### src/rtl/ws2812_pkg.sv
// Shared timing defaults, state encoding and sizing helper for the WS2812 transmitter.
package ws2812_pkg;

  localparam int GRB_W       = 24;
  localparam int DEF_T0H     = 20;
  localparam int DEF_T1H     = 40;
  localparam int DEF_T_BIT   = 63;
  localparam int DEF_T_RESET = 2500;

  typedef enum logic [1:0] {
    ST_IDLE,
    ST_FETCH,
    ST_SEND,
    ST_LATCH
  } state_t;

  // Bits needed to hold values 0..n-1, never less than one.
  function automatic int cnt_w(input int n);
    return (n > 1) ? $clog2(n) : 1;
  endfunction

endpackage

### src/rtl/ws2812_bit_encoder.sv
// Produces one WS2812 bit waveform per go strobe: high for T0H/T1H cycles, low for the rest of T_BIT.
module ws2812_bit_encoder
  import ws2812_pkg::*;
#(
  parameter int T0H   = DEF_T0H,
  parameter int T1H   = DEF_T1H,
  parameter int T_BIT = DEF_T_BIT
) (
  input  logic clk,
  input  logic reset,
  input  logic go,
  input  logic bit_val,
  output logic dout,
  output logic bit_done
);

  localparam int PW = cnt_w(T_BIT);
  localparam logic [PW-1:0] LAST_PH = PW'(T_BIT - 1);
  localparam logic [PW-1:0] T0H_M1  = PW'(T0H - 1);
  localparam logic [PW-1:0] T1H_M1  = PW'(T1H - 1);

  logic [PW-1:0] phase;
  logic          active;
  logic          val;

  // Last cycle of the current bit; a go in this cycle starts the next bit seamlessly.
  assign bit_done = active && (phase == LAST_PH);

  // Phase counter and registered line level; dout for phase k+1 is decided while at phase k.
  always_ff @(posedge clk) begin
    if (reset) begin
      active <= 1'b0;
      phase  <= '0;
      val    <= 1'b0;
      dout   <= 1'b0;
    end else if (go) begin
      active <= 1'b1;
      phase  <= '0;
      val    <= bit_val;
      dout   <= 1'b1;
    end else if (active) begin
      if (bit_done) begin
        active <= 1'b0;
        dout   <= 1'b0;
      end else begin
        phase <= phase + 1'b1;
        dout  <= phase < (val ? T1H_M1 : T0H_M1);
      end
    end
  end

endmodule

### src/rtl/ws2812_frame_transmitter.sv
// Fetches one GRB word per LED and streams the chain onto the WS2812 line, then holds the latch gap.
module ws2812_frame_transmitter
  import ws2812_pkg::*;
#(
  parameter int NUM_LEDS = 100,
  parameter int T0H      = DEF_T0H,
  parameter int T1H      = DEF_T1H,
  parameter int T_BIT    = DEF_T_BIT,
  parameter int T_RESET  = DEF_T_RESET,
  parameter int IDX_W    = cnt_w(NUM_LEDS)
) (
  input  logic             clk,
  input  logic             reset,
  input  logic             start,
  input  logic [GRB_W-1:0] grb_in,
  output logic [IDX_W-1:0] led_index,
  output logic             busy,
  output logic             dout
);

  localparam int GAP_W = cnt_w(T_RESET + 1);
  localparam int BIT_W = cnt_w(GRB_W);
  localparam logic [IDX_W-1:0] LAST_LED = IDX_W'(NUM_LEDS - 1);
  localparam logic [BIT_W-1:0] TOP_BIT  = BIT_W'(GRB_W - 1);
  localparam logic [GAP_W-1:0] GAP_LAST = GAP_W'(T_RESET - 1);

  state_t             state, state_nxt;
  logic               fetch_ph;   // 0 = first FETCH cycle, 1 = second
  logic [BIT_W-1:0]   bit_cnt;    // bit currently on the line, 23 down to 0
  logic [IDX_W-1:0]   led_cnt;    // LED currently on the line
  logic [GRB_W-2:0]   shift;      // bits still to send for the current LED
  logic [GAP_W-1:0]   gap;
  logic               pending;
  logic               enc_go;
  logic               enc_bit;
  logic               bit_done;
  logic               gap_end;

  assign gap_end = (state == ST_LATCH) && (gap == '0);

  ws2812_bit_encoder #(
    .T0H   (T0H),
    .T1H   (T1H),
    .T_BIT (T_BIT)
  ) u_enc (
    .clk      (clk),
    .reset    (reset),
    .go       (enc_go),
    .bit_val  (enc_bit),
    .dout     (dout),
    .bit_done (bit_done)
  );

  // State register.
  always_ff @(posedge clk) begin
    if (reset) state <= ST_IDLE;
    else       state <= state_nxt;
  end

  // Next state and encoder strobes. The next LED's word is on grb_in from the second cycle
  // of bit 0 (index advanced at its first cycle), so it is taken straight at the boundary.
  always_comb begin
    state_nxt = state;
    enc_go    = 1'b0;
    enc_bit   = 1'b0;
    case (state)
      ST_IDLE: begin
        if (start) state_nxt = ST_FETCH;
      end
      ST_FETCH: begin
        if (fetch_ph) begin
          state_nxt = ST_SEND;
          enc_go    = 1'b1;
          enc_bit   = grb_in[GRB_W-1];
        end
      end
      ST_SEND: begin
        if (bit_done) begin
          if (bit_cnt != '0) begin
            enc_go  = 1'b1;
            enc_bit = shift[GRB_W-2];
          end else if (led_cnt != LAST_LED) begin
            enc_go  = 1'b1;
            enc_bit = grb_in[GRB_W-1];
          end else begin
            state_nxt = ST_LATCH;
          end
        end
      end
      ST_LATCH: begin
        if (gap_end) state_nxt = (pending || start) ? ST_FETCH : ST_IDLE;
      end
      default: state_nxt = ST_IDLE;
    endcase
  end

  // Bit/LED counters, prefetch index, latch gap, busy and the coalescing request flag.
  always_ff @(posedge clk) begin
    if (reset) begin
      fetch_ph  <= 1'b0;
      bit_cnt   <= '0;
      led_cnt   <= '0;
      led_index <= '0;
      shift     <= '0;
      gap       <= '0;
      pending   <= 1'b0;
      busy      <= 1'b0;
    end else begin
      busy <= (state_nxt != ST_IDLE);
      case (state)
        ST_IDLE: begin
          fetch_ph  <= 1'b0;
          led_cnt   <= '0;
          led_index <= '0;
        end
        ST_FETCH: begin
          fetch_ph <= ~fetch_ph;
          if (fetch_ph) begin
            shift   <= grb_in[GRB_W-2:0];
            bit_cnt <= TOP_BIT;
            led_cnt <= '0;
          end
        end
        ST_SEND: begin
          if (bit_done) begin
            if (bit_cnt != '0) begin
              bit_cnt <= bit_cnt - 1'b1;
              shift   <= {shift[GRB_W-3:0], 1'b0};
              // Entering bit 0: point the colour lookup at the next LED.
              if (bit_cnt == BIT_W'(1) && led_cnt != LAST_LED) led_index <= led_cnt + 1'b1;
            end else if (led_cnt != LAST_LED) begin
              shift   <= grb_in[GRB_W-2:0];
              bit_cnt <= TOP_BIT;
              led_cnt <= led_cnt + 1'b1;
            end else begin
              led_cnt   <= '0;
              led_index <= '0;
              gap       <= GAP_LAST;
            end
          end
        end
        ST_LATCH: begin
          if (gap != '0) gap <= gap - 1'b1;
        end
        default: ;
      endcase
      // The last latch cycle consumes the request itself; any earlier one is remembered once.
      if (gap_end)                        pending <= 1'b0;
      else if (state != ST_IDLE && start) pending <= 1'b1;
    end
  end

endmodule
### config.mk
export PLATFORM = sky130hd
export DESIGN_NAME = ws2812_frame_transmitter
export DESIGN_NICKNAME = d
export VERILOG_FILES = /design/src/rtl/ws2812_pkg.sv /design/src/rtl/ws2812_bit_encoder.sv /design/src/rtl/ws2812_frame_transmitter.sv
export SDC_FILE = /design/constraint.sdc
export NUM_CORES = 1
export LEC_CHECK = 0
export BUFFER_PORTS_ARGS = -buffer_cell sky130_fd_sc_hd__buf_4
export CAP_MARGIN = 30
export CORE_ASPECT_RATIO = 1.5
export CORE_MARGIN = 2
export CORE_UTILIZATION = 50
export CTS_CLUSTER_SIZE = 12
export DETAILED_ROUTE_END_ITERATION = 6
export PLACE_DENSITY = 0.69
export SLEW_MARGIN = 20
export SYNTH_ARGS = -nofsm -noshare
export SYNTH_HDL_FRONTEND = slang
export SYNTH_SLANG_ARGS = --single-unit
### constraint.sdc
create_clock -name clk -period 3.9 [get_ports clk]
set_input_delay 0 -clock clk [delete_from_list [all_inputs] [get_ports clk]]
set_output_delay 0 -clock clk [all_outputs]
set_load 0.005 [all_outputs]
==> reports/results.ini <==
[outcome]
status = finished, final reports clean

[cts]
clkTransAtPathRegs_ps = 70
cts_setup_buffers = 0
cts_max_level = 3
clock_path_buffers = 2
cts_num_sinks = 68
cts_tree = yes
cts_made_buffers = 9
clock-root-buffer = clkbuf_8
clkLatencyLatePin_ps = 360

[sta]
slew_headroom_pct = 47.37
finClkSkew_ps = 8.893
fin_hold_ws_ps = 133.5
rsz0062_at_grt = false
fin_crit_ps = 2870
setup_tns_ps = 0
max_freq_ghz = 0.3484
finalCritPeriodShare_pct = 73.59
final-hold-violation-count = 0
setup_viol = 0
tightest_slew_ps = 779.2
drv_slew = 0

[layout]
layout-drive-gt1-share_pct = 14.23
multi_input_area_mm2 = 0.002097
syn_to_final_growth_pct = 20.09
fin_cells = 579
antennaDiodeCount = 0
num-fill-cells = 659
regArea_mm2 = 0.001361
nets = 536

[placement]
dp_cells = 539
io_buffers = 35
globalplace.congestion = 0.8688
dp_hpwl_mm = 5.796

[floorplan]
dieArea_mm2 = 0.007961
die_h_um = 108.3
initial_core_util_pct = 50.82
io_pins = 36
rows = 38
core_mm2 = 0.007132
die_w_um = 73.52

[power_and_ir_drop]
p_sw_share_pct = 24.76
p_switching_mw = 0.3690
share_comb_of_total_power_pct = 11.5
pwr-share-seq_pct = 48.9
leakagePower_nw = 1.576
power_mw = 1.490
ir_worst_vdd_v = 0.0002579
internal_power_mw = 1.121
power_density_mw_per_mm2 = 342.3
power_frac_clock_pct = 39.6

[grt]
antenna_found_initial = 0
grt_overflow_total = 0
grt_pass1_wl_mm = 14.58
grt_usage_pct = 23.35
grt_max_degree = 59
grt_pass1_vias = 3249

[synth]
ys.flop_type = dfxtp_1
ys_types = 59
synth.cell_area_mm2 = 0.003625
synth_warnings = 0
synth_nets = 485
syn_area_per_cell_um2 = 8.182
synthArstFlopShare_pct = 0
yosys.area.top_type = dfxtp_1
ys_seq_area_share_pct = 37.56
syn-instance-count = 443
synth-seq-cells = 68
synth_top_area_share_pct = 37.56
synth_edf_count = 0
yosys-top-cells-area = dfxtp_1 38%, a21oi_1 7.6%, a311oi_1 7.2%

[critical_path]
crit_path_end_kind = register
path_max_fanout = 18
cp-start-kind = register
cp_data_required_time_ps = 4170
arrival_ps = 3140
worstSetupPathType = register to register
reg2reg_setup_slack_ps = 1030

[routing]
wl_mm = 8.627
drtPass1Iterations = 5
drcViolationCount = 0
vias = 3441
drt_iter0_drc = 199
viasPerCell = 5.943
postRouteAntennaNets = 0
wl_per_cell_um = 14.90

[run]
maxCapViolCount = 0

[worst_hold_path]
hp-class = primary input to register

## cell type report
| type | count | share of cell area, % |
|---|---|---|
| Clock buffer | 11 | 3.478 |
| Clock inverter | 5 | 1.150 |
| Inverter | 14 | 1.207 |
| Multi-Input combinational cell | 337 | 48.17 |
| Sequential cell | 68 | 31.27 |
| Tap cell | 80 | 2.300 |
| Timing Repair Buffer | 64 | 12.42 |
## metal layers
metal | global-route usage, % | wire length (µm)
met1 | 26.42 | 3561
met5 | 0 | 0
met3 | 6.431 | 354
met2 | 40.43 | 4531
met4 | 9.610 | 180
## power by group through the flow
stage	Combinational (mW)	Clock [mW]	Sequential [mW]
floorplan	0.103	0	0.741
global placement	0.150	0	0.744
detailed placement	0.151	0	0.745
CTS	0.170	0.602	0.729
global route	0.189	0.638	0.732
finish	0.171	0.590	0.729
## cells in the final DEF, fill, tap and decap left out, types with 4 or more instances in the layout
cell           instances
a211oi_1               4
a21oi_1               55
a311oi_1              30
a31oi_1                9
buf_4                 40
clkbuf_8              11
clkinv_2               4
dfxtp_1               68
dlygate4sd3_1         24
ha_1                  15
inv_1                 14
nand2_1               68
nand2b_1               4
nand3_1               19
nand3b_1               8
nand4_1                4
nor2_1                24
nor2b_1                4
nor3_1                11
o21ai_0               14
or3_1                  5
or4_1                  5
xor2_1                 7
## synth_stat cells (2+ instances only)
cell type	n
a211oi_1	4
a21oi_1	55
a311oi_1	30
a31oi_1	9
and2_0	2
and2_1	3
and3_1	2
and4_1	2
buf_2	3
buf_6	2
clkbuf_1	16
dfxtp_1	68
ha_1	15
inv_1	14
mux2i_1	2
nand2_1	68
nand2b_1	4
nand3_1	19
nand3b_1	8
nand4_1	4
nor2_1	25
nor2b_1	4
nor3_1	11
nor3b_1	2
nor4_1	2
nor4b_1	2
o211ai_1	2
o21a_1	2
o21ai_0	14
o21ai_1	2
o31ai_1	2
or3_1	5
or3_2	2
or4_1	5
xnor2_1	3
xor2_1	7
## kinds of logic after synthesis
family | after synthesis | synth area share [%]
mux | 2 | 0.5523
simple gates | 180 | 25.75
flops | 68 | 37.56
compound gates | 130 | 23.68
buf+inv | 38 | 4.867
fa+ha+maj | 15 | 5.178
xor+xnor | 10 | 2.416
## worst paths after layout
path | startpoint | endpoint | cells past startpoint
setup / recovery | state[0] | bit_cnt[2] | 7
hold / removal | reset | fetch_ph | 2
setup reg to reg | state[0] | bit_cnt[2] | 7
hold reg to reg | shift[0] | shift[0] | 2
## per-stage QoR
stage	setup WS (ps)	cell area (µm²)	utilization, %
after floorplan	1676	3625	-
after global placement	1266	3904	54.74
after detailed placement	1130	3904	54.74
after CTS	1133	4345	60.93
after global routing	751.1	4353	61.04
final	1030	4353	61.04
## what timing repair did
action	CTS	global route
hold buffers	24	0
resized for setup	0	0
hold endpoints to repair	26	0
## sequential cells by signal, indices dropped and copies added, names as in the netlist
| name | flops |
|---|---|
| state | 2 |
| busy | 1 |
| gap | 12 |
| led_index | 7 |
| shift | 23 |
| bit_cnt | 5 |
| led_cnt | 7 |
| u_enc.dout | 1 |
| u_enc.val | 1 |
| fetch_ph | 1 |
| u_enc.phase | 6 |
| pending | 1 |
| u_enc.active | 1 |
## worst max-delay path, stage by stage, from the launching register on
cell and delay (ps):
dfxtp_1 360, inv_1 120, ha_1 520, inv_1 340, o21ai_1 680, buf_4 360
a31oi_1 100, a311oi_1 290
Power figures use the tool's default switching activity.
